--- src/rtl/reg_file_sb_pkg.sv ---
// Shared types and constants for the reg_file_sb register file and its write scoreboard.
// Optional feature macro used by this slice: REGFILE_WB_BYPASS_EN.
package reg_file_sb_pkg;

    localparam int unsigned XLEN = 32;
    localparam int unsigned NREG = 32;
    localparam int unsigned AW   = 5;
    localparam int unsigned CW   = AW + 1;

    typedef logic [AW-1:0]   regidx_t;
    typedef logic [XLEN-1:0] word_t;
    typedef logic [CW-1:0]   cnt_t;
    typedef logic [NREG-1:0] regmask_t;

    localparam regidx_t REG_ZERO = '0;

    // Number of set bits in a register mask
    function automatic cnt_t popcount(input regmask_t v);
        cnt_t c;
        c = '0;
        for (int i = 0; i < NREG; i++) begin
            c = c + CW'(v[i]);
        end
        return c;
    endfunction

endpackage

--- src/rtl/reg_file_sb_if.sv ---
// Decode, writeback and operand signals between the decoder/writeback stage and reg_file_sb.
interface reg_file_sb_if;
    import reg_file_sb_pkg::*;

    regidx_t rs1_addr;
    regidx_t rs2_addr;
    logic    issue_valid;
    logic    issue_wr;
    regidx_t issue_rd;
    logic    wb_en;
    regidx_t wb_rd;
    word_t   wb_data;
    word_t   rs1_data;
    word_t   rs2_data;
    logic    stall;
    logic    wb_orphan;
    cnt_t    busy_cnt;

    // Decoder / writeback side
    modport master (
        output rs1_addr, rs2_addr, issue_valid, issue_wr, issue_rd,
        output wb_en, wb_rd, wb_data,
        input  rs1_data, rs2_data, stall, wb_orphan, busy_cnt
    );

    // Register file side
    modport slave (
        input  rs1_addr, rs2_addr, issue_valid, issue_wr, issue_rd,
        input  wb_en, wb_rd, wb_data,
        output rs1_data, rs2_data, stall, wb_orphan, busy_cnt
    );

endinterface

--- src/rtl/reg_scoreboard.sv ---
// In-order write scoreboard: busy vector, RAW/WAW stall, busy count and orphan-writeback pulse.
// With REGFILE_WB_BYPASS_EN a register being written back this cycle no longer counts as busy.
module reg_scoreboard
    import reg_file_sb_pkg::*;
(
    input  logic    clk,
    input  logic    reset,
    input  logic    issue_valid,
    input  logic    issue_wr,
    input  regidx_t issue_rd,
    input  regidx_t rs1_addr,
    input  regidx_t rs2_addr,
    input  logic    wb_en,
    input  regidx_t wb_rd,
    output logic    stall,
    output logic    wb_orphan,
    output cnt_t    busy_cnt
);

    regmask_t busy;
    regmask_t busy_eff;
    regmask_t busy_nxt;
    logic     set_hit;
    logic     clr_hit;
    logic     orphan_nxt;

    // Busy view used by the hazard check; x0 never contributes
    always_comb begin
        busy_eff = busy;
`ifdef REGFILE_WB_BYPASS_EN
        if (wb_en) begin
            busy_eff[wb_rd] = 1'b0;
        end
`endif
        busy_eff[REG_ZERO] = 1'b0;
    end

    always_comb begin
        stall = issue_valid & (busy_eff[rs1_addr] | busy_eff[rs2_addr]
                               | (issue_wr & busy_eff[issue_rd]));
    end

    // Clear from writeback first, then set from issue so a same-cycle set wins
    always_comb begin
        clr_hit    = wb_en && (wb_rd != REG_ZERO);
        set_hit    = issue_valid && !stall && issue_wr && (issue_rd != REG_ZERO);
        orphan_nxt = clr_hit && !busy[wb_rd];
        busy_nxt   = busy;
        if (clr_hit) begin
            busy_nxt[wb_rd] = 1'b0;
        end
        if (set_hit) begin
            busy_nxt[issue_rd] = 1'b1;
        end
    end

    always_ff @(posedge clk or negedge reset) begin
        if (!reset) begin
            busy      <= '0;
            busy_cnt  <= '0;
            wb_orphan <= 1'b0;
        end else begin
            busy      <= busy_nxt;
            busy_cnt  <= popcount(busy_nxt);
            wb_orphan <= orphan_nxt;
        end
    end

endmodule

--- src/rtl/reg_file_sb.sv ---
// Integer register file with in-order write scoreboard, fed by decode and the writeback stage.
// Define REGFILE_WB_BYPASS_EN to forward writeback data to the read ports and hazard check.
module reg_file_sb
    import reg_file_sb_pkg::*;
(
    input  logic         clk,
    input  logic         reset,
    reg_file_sb_if.slave bus
);

    word_t regs [NREG];
    word_t rs1_val;
    word_t rs2_val;
    logic  stall_w;
    logic  orphan_w;
    cnt_t  cnt_w;

    reg_scoreboard u_sb (
        .clk         (clk),
        .reset       (reset),
        .issue_valid (bus.issue_valid),
        .issue_wr    (bus.issue_wr),
        .issue_rd    (bus.issue_rd),
        .rs1_addr    (bus.rs1_addr),
        .rs2_addr    (bus.rs2_addr),
        .wb_en       (bus.wb_en),
        .wb_rd       (bus.wb_rd),
        .stall       (stall_w),
        .wb_orphan   (orphan_w),
        .busy_cnt    (cnt_w)
    );

    // Data array; x0 is never written so it always reads zero
    always_ff @(posedge clk or negedge reset) begin
        if (!reset) begin
            for (int i = 0; i < NREG; i++) begin
                regs[i] <= '0;
            end
        end else if (bus.wb_en && (bus.wb_rd != REG_ZERO)) begin
            regs[bus.wb_rd] <= bus.wb_data;
        end
    end

    // Zero-latency read ports
    always_comb begin
        rs1_val = regs[bus.rs1_addr];
        rs2_val = regs[bus.rs2_addr];
`ifdef REGFILE_WB_BYPASS_EN
        if (bus.wb_en && (bus.wb_rd == bus.rs1_addr) && (bus.rs1_addr != REG_ZERO)) begin
            rs1_val = bus.wb_data;
        end
        if (bus.wb_en && (bus.wb_rd == bus.rs2_addr) && (bus.rs2_addr != REG_ZERO)) begin
            rs2_val = bus.wb_data;
        end
`endif
    end

    assign bus.rs1_data  = rs1_val;
    assign bus.rs2_data  = rs2_val;
    assign bus.stall     = stall_w;
    assign bus.wb_orphan = orphan_w;
    assign bus.busy_cnt  = cnt_w;

endmodule

--- src/flat_wrapper.sv ---
// flat-port wrapper written by rule: the top's interface ports become plain ports
module reg_file_sb_flat import reg_file_sb_pkg::*;
  (clk, reset, bus_rs1_addr, bus_rs2_addr, bus_issue_valid, bus_issue_wr, bus_issue_rd, bus_wb_en, bus_wb_rd, bus_wb_data, bus_rs1_data, bus_rs2_data, bus_stall, bus_wb_orphan, bus_busy_cnt);
  reg_file_sb_if bus_i ();
  input  logic clk;
  input  logic reset;
  input wire logic [$bits(bus_i.rs1_addr)-1:0] bus_rs1_addr;
  input wire logic [$bits(bus_i.rs2_addr)-1:0] bus_rs2_addr;
  input wire logic [$bits(bus_i.issue_valid)-1:0] bus_issue_valid;
  input wire logic [$bits(bus_i.issue_wr)-1:0] bus_issue_wr;
  input wire logic [$bits(bus_i.issue_rd)-1:0] bus_issue_rd;
  input wire logic [$bits(bus_i.wb_en)-1:0] bus_wb_en;
  input wire logic [$bits(bus_i.wb_rd)-1:0] bus_wb_rd;
  input wire logic [$bits(bus_i.wb_data)-1:0] bus_wb_data;
  output wire logic [$bits(bus_i.rs1_data)-1:0] bus_rs1_data;
  output wire logic [$bits(bus_i.rs2_data)-1:0] bus_rs2_data;
  output wire logic [$bits(bus_i.stall)-1:0] bus_stall;
  output wire logic [$bits(bus_i.wb_orphan)-1:0] bus_wb_orphan;
  output wire logic [$bits(bus_i.busy_cnt)-1:0] bus_busy_cnt;
  assign bus_i.rs1_addr = bus_rs1_addr;
  assign bus_i.rs2_addr = bus_rs2_addr;
  assign bus_i.issue_valid = bus_issue_valid;
  assign bus_i.issue_wr = bus_issue_wr;
  assign bus_i.issue_rd = bus_issue_rd;
  assign bus_i.wb_en = bus_wb_en;
  assign bus_i.wb_rd = bus_wb_rd;
  assign bus_i.wb_data = bus_wb_data;
  assign bus_rs1_data = bus_i.rs1_data;
  assign bus_rs2_data = bus_i.rs2_data;
  assign bus_stall = bus_i.stall;
  assign bus_wb_orphan = bus_i.wb_orphan;
  assign bus_busy_cnt = bus_i.busy_cnt;
  reg_file_sb u_core (.clk(clk), .reset(reset), .bus(bus_i));
endmodule
--- config.mk ---
export PLATFORM = sky130hd
export DESIGN_NAME = reg_file_sb_flat
export DESIGN_NICKNAME = d
export VERILOG_FILES = /design/src/rtl/reg_file_sb_pkg.sv /design/src/rtl/reg_file_sb_if.sv /design/src/rtl/reg_scoreboard.sv /design/src/rtl/reg_file_sb.sv /design/src/flat_wrapper.sv
export SDC_FILE = /design/constraint.sdc
export NUM_CORES = 2
export LEC_CHECK = 0
export CORE_AREA = 2 2 290 292
export CTS_BUF_LIST = sky130_fd_sc_hd__clkbuf_2
export DETAILED_ROUTE_END_ITERATION = 7
export DIE_AREA = 0 0 292 294
export PLACE_DENSITY = 0.88
export SETUP_SLACK_MARGIN = 0.15
export SYNTH_ARGS = -nofsm -noshare
export SYNTH_HDL_FRONTEND = slang
export SYNTH_SLANG_ARGS = --single-unit
--- constraint.sdc ---
create_clock -name clk -period 12.9 [get_ports clk]
set_clock_uncertainty 0.05 [all_clocks]
set_input_delay 3.87 -clock clk [delete_from_list [all_inputs] [get_ports clk]]
set_output_delay 3.87 -clock clk [all_outputs]
set_load 0.03 [all_outputs]
* Yosys cells after proc, flatten, opt, wreduce, memory -nomap -nowiden *
Index checks and enable logic that the tools add are counted.

operators by class
  add/sub/neg operators = 31
  multiply operators = 0
  divide/modulo/power cells = 0
  $lt $le $gt $ge = 10
  equality and inequality tests = 0
  shift-type cells = 0
  multiplexer cells = 23
  bitwise gates (word level) = 10
  reduce and logical (&&, ||, !) cells = 12

operators by type and width
  cell                                                                number
  bitwise mux 1024 bit                                                1
  binary-select mux 32 bit (select 5 bit)                             2
  2-to-1 mux 32 bit                                                   7
  demux 32 bit (select 5 bit)                                         1
  adder 6 x 1 -> 6 bit                                                26
  bitwise AND 32 bit                                                  1
  inverter 32 bit                                                     1
  OR 32 bit                                                           1
  < comparator 5 x 6 -> 1 bit (second input constant)                 4
  binary-select mux 1 bit (select 5 bit)                              4
  greater-or-equal comparator 6 bit (second input constant)           3
  inverter 5 -> 6 bit                                                 3
  demux 1 bit (select 5 bit)                                          2
  greater-or-equal comparator 5 x 1 -> 1 bit (second input constant)  2
  nonzero test 5 bit                                                  2
  logical AND 1 bit                                                   8
  adder 5 x 1 -> 6 bit                                                1
  < comparator 6 x 1 -> 1 bit (second input constant)                 1
  2-to-1 mux 1 bit                                                    6
  adder 4 x 1 -> 5 bit                                                1
  adder 3 x 1 -> 4 bit                                                1
  adder 2 x 1 -> 3 bit                                                1
  adder 1 x 1 -> 2 bit                                                1
  bitwise AND 1 bit                                                   2
  other kinds (2)                                                     4

storage, ports and cells
  register bits after elaboration = 1,063
  bits in latches = 0
  RAM bits = 0
  memory bits (read-only) = 0
  input port bits = 57
  output and inout port bits = 72
  memories = 0

* Depth between registers and ports, before layout *
  depth after elaboration = 41
  depth in mapped cells = 25
  gate-level depth less buffers = 20

* Cells and area by module *
A second synthesis with hierarchy kept.

second synthesis, totals
  cells, all modules = 5,002
  area, all modules = 59,884.9 um^2

by module, submodules not included
  module          instances  cells each  area each (um^2)  sequential area each (um^2)
  reg_file_sb     1          4,601       55,942.4          25,624.6
  reg_scoreboard  1          401         3,942.5           975.9

* Worst setup path before layout *
OpenSTA, ideal clock, no wires.

  path type = input to register
  start = input port bus_rs1_addr[2]
  end = register u_core.u_sb.busy_cnt[4]
  library setup time = 0.080 ns
  data arrival time = 9.885 ns
  data required time = 12.770 ns
  slack = 2.885 ns
  stages = 20
  path buffers = 2
  cell sequence = buf_2 > mux2_1 > a221oi_1 > nor4_1 > nor4_4 > nand2_2 > buf_6 > o41a_1 > fa_1 > fa_1 > fa_1 > fa_1 > fa_1 > inv_1 > fa_1 > ha_1 > fa_1 > a21o_1 > a21oi_1 > xnor2_1

on the way
  word-level cells in the longest chain between the ends = 41

ends and longest elaborated chain
  element                                     RTL line               text
  start, declared                             flat_wrapper.sv:7      input wire logic [$bits(bus_i.rs1_addr)-1:0] bus_rs1_addr;
  binary-select mux 1 bit (select 5 bit) (*)  reg_scoreboard.sv:39   stall = issue_valid & (busy_eff[rs1_addr] | busy_eff[rs2_addr]
  2-to-1 mux 1 bit (implied by the code) (*)  reg_scoreboard.sv:39
  OR 1 bit (*)                                reg_scoreboard.sv:39
  OR 1 bit (*)                                reg_scoreboard.sv:40   | (issue_wr & busy_eff[issue_rd]));
  bitwise AND 1 bit (*)                       reg_scoreboard.sv:39
  zero test 1 bit (*)                         reg_scoreboard.sv:46   set_hit = issue_valid && !stall && issue_wr && (issue_rd != REG_ZERO);
  logical AND 1 bit (*) (3 in a row)          reg_scoreboard.sv:46
  2-to-1 mux 32 bit (*)                       reg_scoreboard.sv:52   if (set_hit) begin
  adder 1 x 1 -> 2 bit                        reg_file_sb_pkg.sv:22  c = c + CW'(v[i]);
  adder 2 x 1 -> 3 bit                        reg_file_sb_pkg.sv:22
  adder 3 x 1 -> 4 bit                        reg_file_sb_pkg.sv:22
  adder 4 x 1 -> 5 bit                        reg_file_sb_pkg.sv:22
  adder 5 x 1 -> 6 bit                        reg_file_sb_pkg.sv:22
  adder 6 x 1 -> 6 bit (25 in a row)          reg_file_sb_pkg.sv:22
  adder 6 x 1 -> 6 bit (*)                    reg_file_sb_pkg.sv:22
  end signal, assigned                        reg_scoreboard.sv:64   busy_cnt <= popcount(busy_nxt);
  end, declared                               reg_scoreboard.sv:17   output cnt_t busy_cnt

Mark *: on every way between the ends. The rest lies on a longest branch, timed or not. The select of a mux whose other input is x is not followed.
A chain may end at the register's enable or synchronous reset.

* Worst setup path after layout *
  start = input port bus_issue_rd[1]
  end = output port bus_stall

on the way
  word-level cells in the longest chain between the ends = 5

ends and longest elaborated chain
  element                                 RTL line              text
  start, declared                         flat_wrapper.sv:11    input wire logic [$bits(bus_i.issue_rd)-1:0] bus_issue_rd;
  binary-select mux 1 bit (select 5 bit)  reg_scoreboard.sv:40
  2-to-1 mux 1 bit (implied by the code)  reg_scoreboard.sv:40
  bitwise AND 1 bit                       reg_scoreboard.sv:40
  OR 1 bit                                reg_scoreboard.sv:40
  bitwise AND 1 bit                       reg_scoreboard.sv:39
  end, declared                           flat_wrapper.sv:17    output wire logic [$bits(bus_i.stall)-1:0] bus_stall;

Every way passes these cells. The select of a mux whose other input is x is not followed.

==> flow_metrics.env <==
export IMPL_final_area_mm2=0.0615
export IMPL_synth_cell_type_count=56
export IMPL_synth_main_ff_cell="dfrtp_1"
export IMPL_critical_path_max_fanout=19
export IMPL_max_clock_path_buffers=4
export IMPL_hold_viol=0
export IMPL_htree_levels=5
export IMPL_rsz0062_at_grt="no"
export IMPL_antenna_left=0
export IMPL_p_int_mw=6.33
export IMPL_worstPathCellList="clkdlybuf4s50_1, inv_1, a41o_1, or4_1, a21o_1, buf_4, nand2_1, a31oi_1, clkdlybuf4s50_1"
export IMPL_final_cell_mix="1,063 x dfrtp_1, 1,057 x mux2_2, 659 x mux4_2"
export IMPL_post_cts_buffers=0
export IMPL_cts_buffers=291
export IMPL_final_nets=3671
export IMPL_syn_to_final_growth_pct=7.18
export IMPL_cpMaxStageDelayCell="clkdlybuf4s50_1"
export IMPL_grt_util_met1_pct=50.2
export IMPL_antenna_found_initial=8
export IMPL_path_clk_slew_ps=90
export IMPL_multi_input_area_mm2=0.0292
export IMPL_cts_resized=0
export IMPL_synth_edf_count=0
export IMPL_portBuffers=128
export IMPL_vias_per_cell=7.37
export IMPL_power_frac_comb_pct=27.8
export IMPL_max_freq_mhz=89.3
export IMPL_syn_area_mm2=0.0574
export IMPL_p_sw_share_pct=31.9
export IMPL_seqPwrFrac_pct=47.8
export IMPL_ctsHoldBuffers=0
export IMPL_die_area_mm2=0.0858
export IMPL_wire_per_inst_um=32.1
export IMPL_synth_avg_cell_area_um2=16.4
export IMPL_cap_violations=0
export IMPL_dpl_cell_area_mm2=0.0592
export IMPL_maxSlewViolCount=0
export IMPL_cts_tree="yes"
export IMPL_cp_required_ps=8980
export IMPL_track_usage_pct=37.5
export IMPL_path_common_cell="clkdlybuf4s50_1"
export IMPL_synth_seq_cells=1063
export IMPL_outcome="finished clean"
export IMPL_min_period_ps=11200
export IMPL_start_util_pct=69.3
export IMPL_hold_path_class="flop to flop"
export IMPL_drt_pass1_iter_count=6
export IMPL_tightest_slew_ps=1180
export IMPL_use_met2_pct=58.4
export IMPL_crit_path_end_kind="primary output"
export IMPL_drive_gt1_share_pct=59.7
export IMPL_drcViolationCount=0
export IMPL_leakage_nw=26.7
export IMPL_register_area_mm2=0.0266
export IMPL_grt_max_degree=205
export IMPL_tns_ps=0
export IMPL_ioPinCount=129
export IMPL_critPathKind="input pin to primary output"
export IMPL_layout_commonest_cell="dfrtp_1"
export IMPL_ys_seq_area_share_pct=46.3
export IMPL_fill_cells=4862
export IMPL_ys_async_sr_fraction_pct=100
export IMPL_p_switching_mw=2.97
export IMPL_power_mw=9.30
export IMPL_die_h_um=294
export IMPL_cts_root_buffer="clkbuf_2"
export IMPL_ys_warnings_count=0
export IMPL_synth_cells=3507
export IMPL_drt_first_iter_violations=3858
export IMPL_grt_pass1_vias=38354
export IMPL_clock_power_share_pct=24.4
export IMPL_hpwl_mm=82.5
export IMPL_via_count=35761
export IMPL_max_stage_delay_ps=1010
export IMPL_grt_busiest_layer="met2"
export IMPL_die_width_um=292
export IMPL_clock_sinks=1063
export IMPL_fin_crit_sh_pct=86.8
export IMPL_met3_usage_pct=9.67
export IMPL_overflow=0
export IMPL_arrival_ps=7280
export IMPL_peakVddDrop_v=0.000146
export IMPL_syn_nets=3595
export IMPL_power_density_mw_per_mm2=151
export IMPL_max_slew_margin_pct=21.3
export IMPL_coreArea_mm2=0.0829
export IMPL_clock_latency_ps=1460
export IMPL_routabilityCongestion=0.940
export IMPL_critPathLaunchType="input pin"
export IMPL_setup_violations=0
export IMPL_wirelength_mm=156
export IMPL_rows=106
export IMPL_grt_pass1_wl_mm=237
## stage by stage
| step | std cells | util [%] | hold WS, ps | setup WS, ps |
|---|---|---|---|---|
| floorplan | 3507 | - | 379 | 2880 |
| global placement | 4370 | 71.4 | 322 | 1480 |
| detailed placement | 4370 | 71.4 | 326 | 1460 |
| CTS | 4845 | 74.2 | 352 | 1750 |
| global route | 4848 | 74.2 | 369 | 1600 |
| finish | 4851 | 74.2 | 346 | 1700 |
## cell type report
class / count / share of cell area (%)
diodes: 6 / 0.0244
clock buffers: 396 / 3.22
clock inverters: 79 / 0.592
inverters: 36 / 0.220
multi-input cells: 2000 / 47.4
flip-flops and latches: 1063 / 43.2
well taps: 1080 / 2.20
repair buffers: 191 / 3.07
## routing by layer
metal,routed length (um),part of all wire (%),vias up
li1,-,-,13977
met4,7460,4.8,8
met1,57900,37,19117
met3,14900,9.6,512
met2,75400,48,2147
met5,60,0.039,-
## synth_stat cells (3+ instances only)
cell type	count	share of area [%]
o41ai_1	8	0.12
o21a_1	5	0.065
nor2b_1	10	0.11
or3b_2	3	0.046
nand2_1	38	0.25
nor2_1	23	0.15
mux4_2	659	26
and3b_1	3	0.046
o21ai_0	12	0.10
inv_1	36	0.24
mux2i_1	19	0.33
nand3_1	7	0.061
buf_2	58	0.51
ha_1	7	0.15
buf_1	60	0.39
o22ai_1	11	0.12
or3_1	19	0.21
clkbuf_1	283	1.9
nor4_1	4	0.044
buf_4	4	0.052
dfrtp_1	1063	46
o22a_1	6	0.092
nor3b_1	5	0.065
o41a_1	11	0.22
a21oi_1	3	0.026
o41ai_2	5	0.14
mux2_2	1057	21
nand3b_1	9	0.12
a21o_1	3	0.039
buf_6	3	0.059
nand4_1	4	0.044
fa_1	24	0.84
o21ai_1	10	0.087
nand2b_1	4	0.044
## state kept, by name (all words and copies together), names as in the netlist
signal                 cells
u_core.regs             1024
u_core.u_sb.busy          32
u_core.u_sb.wb_orphan      1
u_core.u_sb.busy_cnt       6
## critical path, delay by kind of cell
family	cells	cell delay, ps
and+or+nand+nor	2	590
buffers and inverters	4	2100
AOI/OAI and AO/OA	3	690
## power groups by stage
| stage | Combinational, mW | Sequential (mW) | Clock (mW) |
|---|---|---|---|
| floorplan | 1.94 | 4.33 | 0 |
| global placement | 2.48 | 4.38 | 0 |
| finish | 2.59 | 4.45 | 2.27 |
| CTS | 2.60 | 4.42 | 2.31 |
| global route | 2.75 | 4.52 | 2.49 |
| detailed placement | 2.59 | 4.49 | 0 |
## path summary, 6_finish.rpt
| path | from | endpoint | slack, ps | cells after the start |
|---|---|---|---|---|
| worst max-delay path | bus_issue_rd[1] | bus_stall | 1700 | 9 |
| worst min-delay path | u_core.u_sb.busy[0] | u_core.u_sb.busy[0] | 350 | 0 |
| worst max register to register | u_core.u_sb.busy[8] | u_core.u_sb.busy_cnt[4] | 5830 | 18 |
| worst min register to register | u_core.u_sb.busy[0] | u_core.u_sb.busy[0] | 350 | 0 |
| max in group asynchronous | reset | u_core.regs[569] | 7910 | 3 |
| min in group asynchronous | reset | u_core.u_sb.busy_cnt[1] | 2350 | 1 |
## logic make-up after synthesis
kind of cell | Yosys count | share of synthesized area [%]
muxes | 1736 | 46.9
DFF | 1063 | 46.3
buffers and inverters | 444 | 3.09
and+or+nand+nor | 139 | 1.33
AOI/OAI and AO/OA | 91 | 1.27
adders and majority gates | 31 | 0.989
xor gates and xnor gates | 3 | 0.0458
No activity file was read; power rests on OpenSTA's default activity.
